===== src/rtl/work_loader.sv =====
// Job feeder for the double-SHA256 nonce search core: assembles a framed byte stream into a
// validated job and commits it atomically, pulsing the core reset on every commit.
module work_loader #(
    parameter logic [7:0]  SOF_BYTE       = 8'hA5,
    parameter int unsigned TIMEOUT_CYCLES = 1000000
) (
    input  logic         hash_clk_i,
    input  logic         reset_n_i,
    input  logic [7:0]   rx_data_i,
    input  logic         rx_valid_i,
    output logic         rx_ready_o,
    output logic [255:0] midstate_o,
    output logic [95:0]  work_data_o,
    output logic [31:0]  nonce_min_o,
    output logic [31:0]  nonce_max_o,
    output logic         miner_reset_o,
    output logic         job_loaded_o,
    output logic [15:0]  frame_ok_cnt_o,
    output logic         err_checksum_o,
    output logic         err_timeout_o,
    output logic         err_range_o
);

    localparam int TW = $clog2(TIMEOUT_CYCLES + 1);
    localparam logic [TW-1:0] IDLE_LIMIT = TW'(TIMEOUT_CYCLES - 1);

    typedef enum logic [1:0] {IDLE, PAYLOAD, CHECK, COMMIT} state_e;

    state_e         state_q, state_d;
    logic [415:0]   staging_q;
    logic [5:0]     byte_cnt_q;
    logic [7:0]     xor_q;
    logic [TW-1:0]  idle_cnt_q;
    logic           rx_ready_q;
    logic [255:0]   midstate_q;
    logic [95:0]    work_data_q;
    logic [31:0]    nonce_min_q;
    logic [31:0]    nonce_max_q;
    logic           miner_reset_q;
    logic           job_loaded_q;
    logic [15:0]    frame_ok_cnt_q;
    logic           err_checksum_q;
    logic           err_timeout_q;
    logic           err_range_q;

    logic accept;
    logic timeout;
    logic chk_err;
    logic range_err;
    logic commit;
    logic in_frame;

    always_comb begin
        state_d   = state_q;
        accept    = rx_valid_i && rx_ready_q;
        in_frame  = (state_q == PAYLOAD) || (state_q == CHECK);
        timeout   = 1'b0;
        chk_err   = 1'b0;
        range_err = 1'b0;
        commit    = 1'b0;
        case (state_q)
            IDLE: begin
                if (accept && rx_data_i == SOF_BYTE) state_d = PAYLOAD;
            end
            PAYLOAD: begin
                if (accept) begin
                    if (byte_cnt_q == 6'd51) state_d = CHECK;
                end else if (idle_cnt_q == IDLE_LIMIT) begin
                    timeout = 1'b1;
                    state_d = IDLE;
                end
            end
            CHECK: begin
                // Checksum has priority over the nonce range test.
                if (accept) begin
                    if (rx_data_i != xor_q) begin
                        chk_err = 1'b1;
                        state_d = IDLE;
                    end else if (staging_q[63:32] > staging_q[31:0]) begin
                        range_err = 1'b1;
                        state_d   = IDLE;
                    end else begin
                        state_d = COMMIT;
                    end
                end else if (idle_cnt_q == IDLE_LIMIT) begin
                    timeout = 1'b1;
                    state_d = IDLE;
                end
            end
            COMMIT: begin
                commit  = 1'b1;
                state_d = IDLE;
            end
            default: state_d = IDLE;
        endcase
    end

    always_ff @(posedge hash_clk_i) begin
        if (!reset_n_i) state_q <= IDLE;
        else            state_q <= state_d;
    end

    always_ff @(posedge hash_clk_i) begin
        if (state_q == PAYLOAD && accept) staging_q <= {staging_q[407:0], rx_data_i};
    end

    always_ff @(posedge hash_clk_i) begin
        if (!reset_n_i) begin
            byte_cnt_q <= '0;
            xor_q      <= '0;
            idle_cnt_q <= '0;
        end else begin
            idle_cnt_q <= (accept || !in_frame) ? '0 : idle_cnt_q + 1'b1;
            if (state_q == IDLE && accept) begin
                byte_cnt_q <= '0;
                xor_q      <= '0;
            end else if (state_q == PAYLOAD && accept) begin
                byte_cnt_q <= byte_cnt_q + 6'd1;
                xor_q      <= xor_q ^ rx_data_i;
            end
        end
    end

    // Job outputs only move on commit; the core samples them continuously.
    always_ff @(posedge hash_clk_i) begin
        if (!reset_n_i) begin
            rx_ready_q     <= 1'b1;
            midstate_q     <= '0;
            work_data_q    <= '0;
            nonce_min_q    <= '0;
            nonce_max_q    <= '0;
            miner_reset_q  <= 1'b1;
            job_loaded_q   <= 1'b0;
            frame_ok_cnt_q <= '0;
            err_checksum_q <= 1'b0;
            err_timeout_q  <= 1'b0;
            err_range_q    <= 1'b0;
        end else begin
            rx_ready_q     <= (state_d != COMMIT);
            err_checksum_q <= chk_err;
            err_timeout_q  <= timeout;
            err_range_q    <= range_err;
            miner_reset_q  <= commit || !job_loaded_q;
            if (commit) begin
                midstate_q     <= staging_q[415:160];
                work_data_q    <= staging_q[159:64];
                nonce_min_q    <= staging_q[63:32];
                nonce_max_q    <= staging_q[31:0];
                job_loaded_q   <= 1'b1;
                frame_ok_cnt_q <= frame_ok_cnt_q + 16'd1;
            end
        end
    end

    assign rx_ready_o     = rx_ready_q;
    assign midstate_o     = midstate_q;
    assign work_data_o    = work_data_q;
    assign nonce_min_o    = nonce_min_q;
    assign nonce_max_o    = nonce_max_q;
    assign miner_reset_o  = miner_reset_q;
    assign job_loaded_o   = job_loaded_q;
    assign frame_ok_cnt_o = frame_ok_cnt_q;
    assign err_checksum_o = err_checksum_q;
    assign err_timeout_o  = err_timeout_q;
    assign err_range_o    = err_range_q;

endmodule


===== config.mk =====
export PLATFORM = sky130hd
export DESIGN_NAME = work_loader
export DESIGN_NICKNAME = d
export VERILOG_FILES = /design/src/rtl/work_loader.sv
export SDC_FILE = /design/constraint.sdc
export NUM_CORES = 1
export LEC_CHECK = 0
export BUFFER_PORTS_ARGS = -buffer_cell sky130_fd_sc_hd__clkbuf_2
export CORE_ASPECT_RATIO = 0.75
export CORE_MARGIN = 2
export CORE_UTILIZATION = 55
export CTS_CLUSTER_DIAMETER = 60
export DETAILED_ROUTE_END_ITERATION = 8
export GPL_TIMING_DRIVEN = 1
export PLACE_DENSITY_LB_ADDON = 0.3
export RECOVER_POWER = 25
export SLEW_MARGIN = 20
export SYNTH_ARGS = -nofsm -noshare
export SYNTH_HDL_FRONTEND = slang
export SYNTH_SLANG_ARGS = --single-unit

===== constraint.sdc =====
create_clock -name hash_clk_i -period 29.5 [get_ports hash_clk_i]
set_clock_uncertainty 0.15 [all_clocks]
set_input_delay 4.425 -clock hash_clk_i [delete_from_list [all_inputs] [get_ports hash_clk_i]]
set_output_delay 4.425 -clock hash_clk_i [all_outputs]
set_load 0.01 [all_outputs]

==> flow_summary.toml, run 1 <==
[power_and_ir_drop]
power.density_nw_per_um2 = 64.02
p_sw_share_pct = 19.92
internal-power_mw = 1.899
power_frac_seq_pct = 54.0
p_leak_nw = 12.84
clkPwrFrac_pct = 45.1
finalPower_mw = 2.372
vdd_drop_max_v = 0.00004374
power_switching_uw = 472.4
p_comb_share_pct = 0.9

[floorplan]
fp.dieH_um = 211.1
core_area_um2 = 56210
dieArea_um2 = 59160
start_util_pct = 55.98
fp-row-count = 75
ioPinCount = 449
fp.dieW_um = 280.2

[routing]
firstDrtPassIters = 5
wl_um = 66610
antenna_left = 0
wl_per_cell_um = 19.56
drt-initial-drc-count = 1338
vias = 17790
drc = 0
via_per_inst = 5.224

[global_route]
gr-usage-all-layers_pct = 21.91
grt_pass1_wl_um = 101200
grt_pass1_vias = 17470
antenna_found_initial = 0
grt_overflow = 0
grt_max_degree = 201

[sta]
relSlewSlack_pct = -381.1
timing.fmax_ghz = 0.08317
rsz0062_at_grt = "false"
finalSetupViolations = 0
fin_setup_tns_ns = 0
tightest_slew_ns = 7.217
finalMaxSlewViolations = 216
fin_crit_sh_pct = 40.76
hold_violations = 0
min_period_ns = 12.02

[clocking]
clock_path_buffers = 3
post-cts-setup-buffers = 0
clkLatencyLatePin_ns = 0.63
cts_tree = "done"
cts_buffers = 79
cts_hold_buf = 0
cts.sinks = 890
postCtsResizedCells = 0
ctsHtreeMaxLevel = 3
cts.clk_slew.worst_paths_ns = 0.07
ctsRootBufferMaster = "clkbuf_16"

[placed_design]
gp_congestion = 0.8601
hpwl_um = 43030
io_buffers = 448

[flow_run]
drv_cap = 1

[finish]
n_antenna_cell = 0
drive_above_1_share_pct = 21.95
final_nets = 2659
area_growth_pct = 17.74

[critical_path]
max_stage_delay_ns = 4.93
r2r-start = "state_q[1]"
r2r-end = "staging_q[260]"
path_cells = "clkbuf_1, nand3_1, a21oi_1"
arrival_ns = 12.36
crit_path_start_kind = "primary input"
critical_path_class = "primary input to flip-flop"
cp_slowest_cell = "clkbuf_1"
r2r_slack_ns = 25.40
cp-end-kind = "flip-flop"
worstPathMaxFanout = 200
r2r_cells = 7
crit_required_ns = 29.84

[yosys]
syn_area_per_cell_um2 = 14.49
synth_sequential_area_ratio_pct = 69.86
ys_ff_latch = 890
async_reset_ff_share_pct = 0
synth_cell_types = 46
ys.flop_type = "dfxtp_1"
synth_fp_nets = 2222
synth_edf_count = 416
synth-warning-count = 0
synthCells = 2171
syn_area_um2 = 31470

[hold_path]
hold-path-endpoint = "staging_q[373]"
hold_path.class = "flip-flop to flip-flop"
min-delay-start = "staging_q[365]"
hold_path_depth = 0

[status]
violations = "max-capacitance violations, max-slew violations"
status = "complete, but fails checks"
## critical path: cells and delay by family
family / cells / cell delay [ns]
AOI/OAI and AO/OA: 1 / 0.49
buffers and inverters: 1 / 4.93
and+or+nand+nor: 1 / 2.49
## worst max path at each step
stage | startpoint | end | slack (ns) | cells after the start
after floorplan | rx_valid_i | byte_cnt_q[2] | 12.01 | 6
after global placement | rx_valid_i | staging_q[313] | 21.52 | 6
after detailed placement | rx_valid_i | staging_q[313] | 21.45 | 6
after CTS | rx_valid_i | staging_q[356] | 22.13 | 6
after global routing | reset_n_i | idle_cnt_q[18] | 16.08 | 3
final | reset_n_i | idle_cnt_q[18] | 17.48 | 3
## placed cells by master, fill, tap and decap left out, types with 3 or more instances in the layout
| master | count |
|---|---|
| o21a_1 | 3 |
| and3_1 | 3 |
| clkinv_2 | 15 |
| xor2_1 | 23 |
| nand3_1 | 13 |
| buf_4 | 6 |
| nor3_1 | 5 |
| clkbuf_2 | 439 |
| a21oi_1 | 17 |
| clkbuf_1 | 24 |
| edfxtp_1 | 416 |
| clkinvlp_4 | 3 |
| dfxtp_1 | 474 |
| ha_1 | 39 |
| o21ai_0 | 11 |
| bufinv_16 | 8 |
| clkinv_1 | 4 |
| inv_6 | 3 |
| a21o_1 | 4 |
| nor2b_1 | 419 |
| buf_12 | 3 |
| and2_1 | 11 |
| xnor2_1 | 22 |
| nand2_1 | 37 |
| clkbuf_16 | 81 |
| mux2i_1 | 418 |
| nor4_1 | 4 |
| nor2_1 | 44 |
| o31a_1 | 3 |
| clkbuf_8 | 9 |
| a21boi_1 | 6 |
| nand4_1 | 21 |
| or3_1 | 9 |
| inv_1 | 41 |
## flip-flops by register name, summed over array words and instances, names as in the netlist, 2 cells and up
name and flops:
nonce_min_o 32, xor_q 8, byte_cnt_q 6, state_q 2, nonce_max_o 32, frame_ok_cnt_o 16, staging_q 416, idle_cnt_q 20
work_data_o 96, midstate_o 256
## Yosys cell counts (all sizes together), types with 5 or more instances
| cell | count | share of area, % |
|---|---|---|
| a21boi | 6 | 0.14 |
| a21oi | 17 | 0.27 |
| and2 | 11 | 0.22 |
| and3 | 5 | 0.11 |
| buf | 43 | 0.67 |
| clkbuf | 59 | 0.70 |
| dfxtp | 474 | 30 |
| edfxtp | 416 | 40 |
| ha | 40 | 1.6 |
| inv | 41 | 0.49 |
| mux2i | 418 | 13 |
| nand2 | 37 | 0.44 |
| nand3 | 14 | 0.26 |
| nand4 | 22 | 0.49 |
| nor2 | 45 | 0.54 |
| nor2b | 419 | 8.3 |
| nor3 | 7 | 0.14 |
| nor4 | 6 | 0.19 |
| o21ai | 13 | 0.21 |
| or3 | 9 | 0.18 |
| xnor2 | 22 | 0.61 |
| xor2 | 23 | 0.64 |
## per-stage QoR
| stage | std cells | hold WS [ns] | area, µm² | utilization (%) | setup WS [ns] |
|---|---|---|---|---|---|
| 6_report | 3405 | 0.2898 | 37050 | 65.91 | 17.48 |
| 5_1_grt | 3405 | 0.3035 | 37050 | 65.91 | 16.08 |
| 4_1_cts | 3405 | 0.2952 | 37070 | 65.94 | 22.13 |
| 3_5_place_dp | 3258 | 0.2828 | 34330 | 61.08 | 21.45 |
| 3_3_place_gp | 3258 | 0.2574 | 34330 | 61.08 | 21.52 |
| 2_1_floorplan | 2171 | 0.2761 | 31470 | - | 12.01 |
## cell type report
cell class                      instances  area, µm²
Timing Repair Buffer                  458       2347
Sequential cell                       890      21980
Inverter                               41      153.9
Fill cell                            3994      19160
Multi-Input combinational cell       1138       8920
Tap cell                              731      914.6
Clock inverter                         42      525.5
Clock buffer                          105       2207
## power groups by stage
stage	logic (mW)	clock network [mW]	registers (mW)
after floorplan	0.0150	0	1.31
after global placement	0.0197	0	1.31
after detailed placement	0.0199	0	1.31
after CTS	0.0200	1.09	1.28
after global routing	0.0232	1.14	1.28
final	0.0214	1.07	1.28
## layer usage
layer  wire length [µm]  share of wire (%)  global-route usage, %  vias up
li1                   -                  -                      -     8464
met1              28900                 43                  29.16     8730
met2              31160                 47                  34.56      470
met3               4357                6.5                  5.796      125
met4               2186                3.3                  8.372        0
met5                  0                  0                      0        -
## kinds of logic after synthesis
logic type      share of synthesized area (%)
xor+xnor                                1.253
flops                                   69.86
compound gates                          1.109
simple gates                            11.03
mux                                     13.30
buf+inv                                 1.861
fa+ha+maj                               1.591
Power figures use the tool's default switching activity.
==> run 2, diff against run 1 <==
--- a/config.mk
+++ b/config.mk
@@ -5,10 +5,11 @@
 export SDC_FILE = /design/constraint.sdc
 export NUM_CORES = 1
 export LEC_CHECK = 0
+export ABC_AREA = 1
 export BUFFER_PORTS_ARGS = -buffer_cell sky130_fd_sc_hd__clkbuf_2
 export CORE_ASPECT_RATIO = 0.75
 export CORE_MARGIN = 2
-export CORE_UTILIZATION = 55
+export CORE_UTILIZATION = 51
 export CTS_CLUSTER_DIAMETER = 60
 export DETAILED_ROUTE_END_ITERATION = 8
 export GPL_TIMING_DRIVEN = 1
==> constraint.sdc (replaced) <==
create_clock -name hash_clk_i -period 10 [get_ports hash_clk_i]
set_clock_uncertainty 0.15 [all_clocks]
set_input_delay 1.5 -clock hash_clk_i [delete_from_list [all_inputs] [get_ports hash_clk_i]]
set_output_delay 1.5 -clock hash_clk_i [all_outputs]
set_load 0.01 [all_outputs]
==> run 2 against run 1 <==
Effect of this change: the flow still finishes with violations (max-capacitance violations, max-slew violations); largest power group unchanged; hold slack worse by 0.013 ns; highest routed layer unchanged; critical endpoint is now midstate_o[8]; clock power rose to 3.0 times the previous value; via count up 15%; die area rose by 2.7%; cell count grew 15%; first-iteration DRC count up 44%; sequential share of layout area increased by 2.5 points; largest cell class unchanged.
==> flow_summary.toml, run 2 <==
[status]
status = "complete, but fails checks"
violations = "max-capacitance violations, max-slew violations"

[routing]
top_layer_used = "met4"
firstDrtPassIters = 7
drc = 0
drt-initial-drc-count = 1931
dr_wl_met3_um = 4259
via_per_inst = 5.200
wl_um = 70160
wl_per_cell_um = 17.88
wl_met2_um = 33740
vias = 20410
wl_met1_um = 30350
antenna_left = 0

[finish]
final_common_cell = "nor2_1"
final_nets = 3125
layout_common_cells = "nor2_1, dfxtp_1, o21ai_0, clkbuf_2, edfxtp_1"
drive_above_1_share_pct = 19.24
n_antenna_cell = 0
area_growth_pct = 18.58
regMostFlops = "staging_q"
final_util_pct = 61.52
fillers = 4612
largest_reg_flops = 416

[hold_path]
hold_path_depth = 1
hold_path.class = "flip-flop to flip-flop"

[power_and_ir_drop]
p_comb_share_pct = 0.5
clkPwrFrac_pct = 45.7
vdd_drop_max_v = 0.0001461
finalPower_mw = 7.029
power.density_nw_per_um2 = 197.6
power_frac_seq_pct = 53.7
p_leak_nw = 14.71
p_sw_share_pct = 20.25
power_switching_mw = 1.423
internal-power_mw = 5.606

[sta]
hold_violations = 0
timing.fmax_ghz = 0.1638
min_period_ns = 6.106
fin_crit_sh_pct = 61.06
tightest_slew_ns = 3.689
finalSetupViolations = 0
fin_setup_tns_ns = 0
finalMaxSlewViolations = 102
relSlewSlack_pct = -145.9
rsz0062_at_grt = "false"

[clocking]
ctsHtreeMaxLevel = 3
postCtsResizedCells = 0
cts_tree = "done"
cts_buffers = 82
ctsRootBufferMaster = "clkbuf_16"
cts.sinks = 890
cts_hold_buf = 0
post-cts-setup-buffers = 0
cts.clk_slew.worst_paths_ns = 0.06
clock_path_buffers = 3
clkLatencyLatePin_ns = 0.64

[yosys]
ys_ff_latch = 890
synth_top_family_by_area = "simple AND/OR/NAND/NOR gates"
synth_cell_types = 37
synth_compound_area_share_pct = 8.948
synth_edf_count = 416
synth_xor_area_share_pct = 0.3212
synth_fp_nets = 2724
yosys.area.top_type = "edfxtp_1"
synth_sequential_area_ratio_pct = 73.29
yosysMostFrequentCell = "nor2_1"
synthTopCellsByCount = "nor2_1, dfxtp_1, o21ai_0"
synthMuxAreaShare_pct = 0
synthCells = 2673
async_reset_ff_share_pct = 0
ys.flop_type = "dfxtp_1"
syn_area_per_cell_um2 = 11.22
synth.top_cell.area_share_pct = 41.65
synth-simple-area-share_pct = 12.86
synth-warning-count = 0
syn_area_um2 = 29990
ys_top_cells_by_area = "edfxtp_1, dfxtp_1, nor2_1, o21ai_0, ha_1"
synthAdderAreaFrac_pct = 1.669

[critical_path]
path_common_cell = "buf_4"
max_stage_delay_ns = 2.53
r2r_cells = 5
crit_path_start_kind = "primary input"
cp_slowest_cell = "clkbuf_1"
crit_cells = 5
cp_num_buf_inv = 3
arrival_ns = 6.50
crit_required_ns = 10.39
path_cells = "clkbuf_1, buf_4, buf_4, o21ai_0, nor2_1"
cp_top_family = "buffers and inverters"
cp-end-kind = "flip-flop"
worstPathMaxFanout = 124
critical_path_class = "primary input to flip-flop"

[global_route]
gr-usage-all-layers_pct = 22.24
grt_pass1_vias = 19580
grt_overflow = 0
grt_pass1_wl_um = 108400
antenna_found_initial = 0
grt_max_degree = 181

[floorplan]
ioPinCount = 449
start_util_pct = 51.88
dieArea_um2 = 60790
fp.dieW_um = 284.0
fp.dieH_um = 214.0
fp-row-count = 76
core_area_um2 = 57820

[placed_design]
hpwl_um = 44460
io_buffers = 448
gp_congestion = 0.8813

[flow_run]
drv_cap = 1
-- run 2: power by group through the flow --
stage	sequential (mW)	clock, mW	combinational (mW)
after floorplan	3.86	0	0.0267
after global placement	3.86	0	0.0370
after detailed placement	3.86	0	0.0377
after CTS	3.78	3.27	0.0380
after global routing	3.78	3.42	0.0417
final	3.78	3.21	0.0376
-- run 2: stage by stage --
| stage | hold slack [ns] | area, µm² | instances | setup WS [ns] |
|---|---|---|---|---|
| 6_report | 0.2764 | 35570 | 3924 | 3.894 |
| 4_1_cts | 0.2773 | 35600 | 3924 | 6.356 |
| 3_3_place_gp | 0.2549 | 32780 | 3770 | 5.777 |
| 5_1_grt | 0.2983 | 35570 | 3924 | 3.438 |
| 2_1_floorplan | 0.2676 | 29990 | 2673 | 2.334 |
| 3_5_place_dp | 0.2620 | 32780 | 3770 | 5.704 |
-- run 2: kinds of logic (layout without fill, tap and decap cells) --
group           count (synthesis)  after routing
simple gates                  975            975
flops                         890            890
compound gates                533            533
buf+inv                       224            695
fa+ha+maj                      40             40
xor+xnor                       11             11
-- run 2: path summary, 6_finish.rpt --
path,from,end,slack [ns]
setup / recovery,reset_n_i,midstate_o[8],3.89
hold reg to reg,job_loaded_o,miner_reset_o,0.28
setup reg to reg,state_q[0],midstate_o[55],6.05
hold / removal,job_loaded_o,miner_reset_o,0.28
-- run 2: final cells by class --
cell class              count  area (µm²)  share of cell area [%]
flip-flops and latches    890       21980                   61.80
clock inverters            46       501.7                   1.411
inverters                  81       319.1                  0.8970
multi-input cells        1559        7133                   20.05
repair buffers            460        2341                   6.582
clock buffers             108        2316                   6.511
well taps                 780       975.9                   2.744
-- run 2: layer usage --
metal	global-route usage (%)	vias to the layer above
met5	0	-
met4	6.877	0
met3	4.936	113
met2	35.98	628
met1	30.12	9861
li1	-	9804
